**config.mk**
```make
export PLATFORM = sky130hd
export DESIGN_NAME = jedro_1_dram_arbiter
export DESIGN_NICKNAME = d
export VERILOG_FILES = /design/src/rtl/jedro_1_dram_arbiter.sv
export SDC_FILE = /design/constraint.sdc
export NUM_CORES = 1
export LEC_CHECK = 0
export ABC_AREA = 1
export CAP_MARGIN = 30
export CORE_AREA = 3 3 122 124
export CTS_CLUSTER_SIZE = 16
export DETAILED_ROUTE_END_ITERATION = 8
export DIE_AREA = 0 0 125 127
export DONT_BUFFER_PORTS = 1
export REMOVE_ABC_BUFFERS = 1
export SLEW_MARGIN = 20
export SYNTH_ARGS = -nofsm -noshare
export SYNTH_HDL_FRONTEND = slang
export SYNTH_SLANG_ARGS = --single-unit
```
**constraint.sdc**
```tcl
create_clock -name clk_i -period 1.6 [get_ports clk_i]
set_input_delay 0.08 -clock clk_i [delete_from_list [all_inputs] [get_ports clk_i]]
set_output_delay 0.08 -clock clk_i [all_outputs]
set_load 0.01 [all_outputs]
```
**src/rtl/jedro_1_dram_arbiter.sv**
```systemverilog
// Round-robin two-master arbiter in front of the data RAM port; latches the winning request until the RAM responds.
// Optional BUSY watchdog enabled by defining JEDRO_1_DRAM_ARB_TIMEOUT_EN.
module jedro_1_dram_arbiter #(
  parameter int unsigned ADDR_WIDTH     = 32,
  parameter int unsigned DATA_WIDTH     = 32,
  parameter int unsigned TIMEOUT_CYCLES = 255
) (
  input  logic                    clk_i,
  input  logic                    rst_i,
  input  logic                    m0_stb,
  input  logic [DATA_WIDTH/8-1:0] m0_we,
  input  logic [ADDR_WIDTH-1:0]   m0_addr,
  input  logic [DATA_WIDTH-1:0]   m0_wdata,
  output logic [DATA_WIDTH-1:0]   m0_rdata,
  output logic                    m0_ack,
  output logic                    m0_err,
  input  logic                    m1_stb,
  input  logic [DATA_WIDTH/8-1:0] m1_we,
  input  logic [ADDR_WIDTH-1:0]   m1_addr,
  input  logic [DATA_WIDTH-1:0]   m1_wdata,
  output logic [DATA_WIDTH-1:0]   m1_rdata,
  output logic                    m1_ack,
  output logic                    m1_err,
  output logic                    s_stb,
  output logic [DATA_WIDTH/8-1:0] s_we,
  output logic [ADDR_WIDTH-1:0]   s_addr,
  output logic [DATA_WIDTH-1:0]   s_wdata,
  input  logic [DATA_WIDTH-1:0]   s_rdata,
  input  logic                    s_ack,
  input  logic                    s_err,
  output logic                    grant_o,
  output logic                    busy_o
);

  typedef enum logic {IDLE, BUSY} state_e;

  state_e                  state_q, state_d;
  logic                    s_stb_q, s_stb_d;
  logic [DATA_WIDTH/8-1:0] s_we_q, s_we_d;
  logic [ADDR_WIDTH-1:0]   s_addr_q, s_addr_d;
  logic [DATA_WIDTH-1:0]   s_wdata_q, s_wdata_d;
  logic                    grant_q, grant_d;
  logic                    last_grant_q, last_grant_d;
  logic                    winner;
  logic                    timeout;

`ifdef JEDRO_1_DRAM_ARB_TIMEOUT_EN
  localparam int unsigned CntW = $clog2(TIMEOUT_CYCLES + 1);
  logic [CntW-1:0] tcnt_q, tcnt_d;

  // A slave response in the same cycle wins over the timeout.
  assign timeout = (state_q == BUSY) && !(s_ack || s_err) &&
                   (tcnt_q == CntW'(TIMEOUT_CYCLES));

  always_comb begin
    tcnt_d = tcnt_q;
    if (state_q == IDLE) begin
      tcnt_d = '0;
    end else if (!(s_ack || s_err)) begin
      tcnt_d = tcnt_q + CntW'(1);
    end
  end

  always_ff @(posedge clk_i) begin
    if (rst_i) begin
      tcnt_q <= '0;
    end else begin
      tcnt_q <= tcnt_d;
    end
  end
`else
  logic [31:0] unused_timeout_cfg;
  assign unused_timeout_cfg = 32'(TIMEOUT_CYCLES);
  assign timeout            = 1'b0;
`endif

  always_comb begin
    state_d      = state_q;
    s_stb_d      = s_stb_q;
    s_we_d       = s_we_q;
    s_addr_d     = s_addr_q;
    s_wdata_d    = s_wdata_q;
    grant_d      = grant_q;
    last_grant_d = last_grant_q;
    winner       = 1'b0;
    unique case (state_q)
      IDLE: begin
        if (m0_stb || m1_stb) begin
          // On contention the master that was not served last wins.
          winner    = (m0_stb && m1_stb) ? ~last_grant_q : m1_stb;
          grant_d   = winner;
          s_stb_d   = 1'b1;
          s_we_d    = winner ? m1_we    : m0_we;
          s_addr_d  = winner ? m1_addr  : m0_addr;
          s_wdata_d = winner ? m1_wdata : m0_wdata;
          state_d   = BUSY;
        end
      end
      BUSY: begin
        if (s_ack || s_err || timeout) begin
          last_grant_d = grant_q;
          s_stb_d      = 1'b0;
          state_d      = IDLE;
        end
      end
      default: state_d = IDLE;
    endcase
  end

  always_ff @(posedge clk_i) begin
    if (rst_i) begin
      state_q      <= IDLE;
      s_stb_q      <= 1'b0;
      s_we_q       <= '0;
      s_addr_q     <= '0;
      s_wdata_q    <= '0;
      grant_q      <= 1'b1;
      last_grant_q <= 1'b1;
    end else begin
      state_q      <= state_d;
      s_stb_q      <= s_stb_d;
      s_we_q       <= s_we_d;
      s_addr_q     <= s_addr_d;
      s_wdata_q    <= s_wdata_d;
      grant_q      <= grant_d;
      last_grant_q <= last_grant_d;
    end
  end

  always_comb begin
    m0_ack = 1'b0;
    m0_err = 1'b0;
    m1_ack = 1'b0;
    m1_err = 1'b0;
    if (state_q == BUSY) begin
      if (grant_q) begin
        m1_ack = s_ack;
        m1_err = s_err | timeout;
      end else begin
        m0_ack = s_ack;
        m0_err = s_err | timeout;
      end
    end
  end

  assign m0_rdata = s_rdata;
  assign m1_rdata = s_rdata;
  assign s_stb    = s_stb_q;
  assign s_we     = s_we_q;
  assign s_addr   = s_addr_q;
  assign s_wdata  = s_wdata_q;
  assign grant_o  = grant_q;
  assign busy_o   = (state_q == BUSY);

endmodule

```
==> flow_summary.ini, run 1 <==
[final_layout]
synthToLayoutAreaGrowth_pct = 28.8
finalNonFillerCells = 906
final_layout_size_suffix_gt1_share_pct = 15.4
fin_area_um2 = 5610
post-route-util_pct = 40.4
diodes = 0
fin_nets = 897

[sta]
finalMaxSlewViolations = 0
slew-limit-headroom_pct = 74.5
min_period_ns = 1.38
hold_viol = 0
fin_skew_ns = 0.00358
rsz0062_at_grt = false
worst_slew_pin_slew_ns = 0.379
fin_hold_ws_ns = 0.0212
worst_slack_ns = 0.222
fin_crit_sh_pct = 86.2
fmax_mhz = 725
finalSetupViolations = 0

[hold_path]
hp-start = m1_we[3]
worstHoldPathType = in2reg

[detailed_routing]
drc = 0
wl_per_cell_um = 16.3
vias = 4071
wirelength_um = 14800
via_per_inst = 4.49
drtIter0Drc = 145
dr.pass1.iters = 5
drtAntennaViolNets = 0

[power]
ir_drop_mv = 0.550
p_per_area_nw_per_um2 = 923
p_leak_nw = 2.69

[clock_network]
ctsRootBufferMaster = clkbuf_16
cts_buffers = 9
clk_path_buf_depth = 2
htreeDepth = 3
clk_pin_slew_ns = 0.05
clk_latency_ns = 0.33
cts.sinks = 72
cts_tree = yes
ctsResizeCount = 0

[logic_synthesis]
synth_warnings = 0
synth_area_um2 = 4360
yosysUniqueCellTypes = 17
synth_area_leaders = dfxtp_1 (33%), nor2_1 (13%), buf_4 (11%), nand2_1 (9.6%), nor2_2 (8.9%)
ys_seq_area_share_pct = 33.1
synth_top_area_share_pct = 33.1
syn_avg_cell_area_um2 = 6.49
synth_largest_area_cell = dfxtp_1
syn_inst = 672
ys_ff_latch = 72

[placement]
dp_slack_ns = 0.382
placed_cells = 757
routabilityCongestion = 0.746
dpl-instance-area_um2 = 3990
io_buffers = 0
dp_hpwl_um = 9380

[floorplanning]
core.rowCount = 43
core_um2 = 13900
die_w_um = 125
start_util_pct = 31.4
ios = 313
dieArea_um2 = 15900
die_h_um = 127

[critical_path]
endpoint_kind = primary output
cp-start-kind = register
path_class = reg2out
cp_max_fo = 6
critPathLaunch = busy_o
required_ns = 1.52
arrival_ns = 1.30
rr_startpoint = busy_o

[global_route]
grt_pass1_vias = 4051
grt_first_pass_wirelength_um = 22800
grt_usage_pct = 18.4
overflow = 0
grt_max_degree = 74
grt_antenna_before_repair = 1

[run_status]
outcome = complete, no violations

[run]
cap_violations = 0
-- synthesized netlist by cell type (all sizes together) --
cell    number
dfxtp       72
nor2       211
nor3         2
nand2      141
buf         92
a21oi        1
clkbuf       9
inv         72
o211ai       2
o21ai       70
-- power by group --
part	total [mW]	switching, mW	internal (mW)
logic	1.09	0.585	0.508
registers	2.22	0.233	1.99
clock network	1.87	0.710	1.16
total	5.18	1.53	3.65
-- repair_timing --
action | in CTS | in global routing
hold endpoints to repair | 71 | 0
setup buffers | 0 | 0
hold buffers | 135 | 0
-- placed cells by master, fill, tap and decap left out --
cell type and n:
dlygate4sd3_1 135, inv_2 1, clkbuf_1 2, a21oi_1 1, o21ai_0 70, buf_4 1, nor2_1 149, clkbuf_16 9
clkbuf_8 3, o211ai_1 2, nor2_4 1, dfxtp_1 72, nor3_1 2, nor2_2 61, inv_1 71, nand2_2 30
nand2_4 1, nand2_1 110, buf_12 5
-- logic make-up after synthesis --
group | Yosys count | share of synthesized area, %
buffers and inverters | 173 | 22.6
flip-flops | 72 | 33.1
AO/OA/AOI/OAI | 73 | 8.49
AND/OR/NAND/NOR | 354 | 35.8
-- final timing paths --
| kind | to | slack, ns | depth (start not counted) |
|---|---|---|---|
| max | m0_ack | 0.22 | 3 |
| min | s_we[3] | 0.02 | 4 |
| max reg2reg | s_addr[25] | 0.32 | 5 |
| min reg2reg | last_grant_q | 0.49 | 2 |
-- through the flow --
step	setup TNS (ns)	power (mW)
2_1_floorplan	-138.79	2.87
3_3_place_gp	0	3.06
3_5_place_dp	0	3.07
4_1_cts	0	5.29
5_1_grt	0	5.51
6_report	0	5.18
-- flip-flops by register name, summed over array words and instances, names as in the netlist --
name / count
s_stb: 1
last_grant_q: 1
grant_o: 1
s_addr: 32
s_wdata: 32
s_we: 4
busy_o: 1
-- worst max-delay path, cell delays in order (launching register included) --
cell and delay [ns]:
dfxtp_1 0.37, buf_4 0.17, inv_1 0.08, nor3_1 0.35
-- final cells by class --
cell class              instances  area (um^2)
well taps                     180          225
repair buffers                141         1460
inverters                      72          270
fillers                      1372         8270
flip-flops and latches         72         1440
multi-input cells             427         1940
clock buffers                  14          274
-- per-layer routing --
layer,part of all wire [%],GRT usage (%),vias up
li1,-,-,2046
met1,41,21.3,1765
met2,42,26.8,233
met3,15,14.2,23
met4,1.2,4.15,4
met5,0.46,3.41,-
No activity file was read; power rests on OpenSTA's default activity.
==> run 2, diff against run 1 <==
- MAX_ROUTING_LAYER: not set -> met4
==> flow_summary.ini, run 2 (synthesis gave the netlist of run 1 again) <==
[global_route]
grt_antenna_before_repair = 1
grt_pass1_vias = 4023
grt_first_pass_wirelength_um = 22800
grt_usage_pct = 19.0
overflow = 0
grt_max_degree = 74

[critical_path]
crit_chain = buf_4, inv_1, nor3_1
endpoint_kind = primary output
max_stage_delay_ns = 0.37
path_class = reg2out
required_ns = 1.52
arrival_ns = 1.30
cp-start-kind = register
slowest_stage = dfxtp_1
cp_max_fo = 6

[floorplanning]
core_um2 = 13900
ios = 313
start_util_pct = 31.4
core.rowCount = 43
die_h_um = 127
dieArea_um2 = 15900
die_w_um = 125

[final_layout]
fin_nets = 897
final_cell_mix = nor2_1 (149), dlygate4sd3_1 (135), nand2_1 (110)
final_common_cell = nor2_1
final_layout_size_suffix_gt1_share_pct = 15.4
synthToLayoutAreaGrowth_pct = 28.8
post-route-util_pct = 40.5

[sta]
hold_viol = 0
worst_slew_pin_slew_ns = 0.379
fmax_mhz = 725
rsz0062_at_grt = false
finalMaxSlewViolations = 0
slew-limit-headroom_pct = 74.5
finalSetupViolations = 0
fin_crit_sh_pct = 86.2
min_period_ns = 1.38
fin_skew_ns = 0.00358

[run_status]
outcome = complete, no violations

[detailed_routing]
routed-wl-met2_um = 6190
drc = 0
dr.pass1.iters = 4
wl_per_cell_um = 16.3
via_per_inst = 4.48
vias = 4066
drt-met1-wl_um = 6110
dr.max_layer_used = met4
wl_met3_um = 2300
wirelength_um = 14800
drtIter0Drc = 140
drtAntennaViolNets = 0

[placement]
io_buffers = 0
dp_hpwl_um = 9380
routabilityCongestion = 0.755

[clock_network]
cts.sinks = 72
ctsResizeCount = 0
ctsRootBufferMaster = clkbuf_16
clk_path_buf_depth = 2
cts_setup_buffers = 0
cts_buffers = 9
htreeDepth = 3
clk_pin_slew_ns = 0.05
clk_latency_ns = 0.33
cts_tree = yes

[power]
p_leak_nw = 2.69
p_per_area_nw_per_um2 = 923
ir_drop_mv = 0.547
finalPower_mw = 5.18

[run]
cap_violations = 0

[hold_path]
worstHoldPathType = in2reg
run 2: cell count changes in the layout (fill, tap and decap cells not counted):
cell and change:
diode_2 +1
run 2: area by class of cell:
| class | count | area (um^2) |
|---|---|---|
| fill | 1373 | 8260 |
| sequential | 72 | 1440 |
| timing repair buffer | 141 | 1460 |
| multi-input combinational | 427 | 1940 |
| clock buffer | 14 | 274 |
| inverter | 72 | 270 |
| tap | 180 | 225 |
| antenna | 1 | 2.50 |
run 2: worst max-delay path, delay by kind of cell (launching register included):
kind	cells	cell delay (ns)
DFF	1	0.37
buffers and inverters	2	0.25
and+or+nand+nor	1	0.35
run 2: worst paths after layout:
path,from,end,slack [ns],depth (start not counted)
worst max register to register,busy_o,s_addr[25],0.31,5
worst max-delay path,busy_o,m0_ack,0.22,3
worst min-delay path,m1_we[3],s_we[3],0.02,4
worst min register to register,last_grant_q,last_grant_q,0.49,2
run 2: timing repair:
action | in CTS | in global routing
endpoints found under the setup margin | 0 | 0
hold endpoints to repair | 71 | 0
hold buffers | 135 | 0
run 2: through the flow:
stage / cell area (um^2) / hold slack, ns / TNS (ns) / setup slack [ns] / instances
after floorplan: 3640 / 0.160 / -138.79 / -2.08 / 571
after global placement: 3990 / 0.160 / 0 / 0.404 / 757
after detailed placement: 3990 / 0.160 / 0 / 0.382 / 757
after CTS: 5610 / 0.00349 / 0 / 0.218 / 906
after global routing: 5620 / 0.0265 / 0 / 0.0788 / 907
final: 5620 / 0.0225 / 0 / 0.221 / 907
run 2: power by group:
part / total (mW) / switching [mW] / internal, mW
registers: 2.22 / 0.233 / 1.99
logic: 1.09 / 0.585 / 0.508
clock network: 1.87 / 0.710 / 1.16
total: 5.18 / 1.53 / 3.65
run 2: metal layers:
layer,GRT usage [%],vias to the layer above
met5,-,-
met3,13.5,16
met4,4.27,0
met2,26.5,246
met1,22.2,1754
li1,-,2050
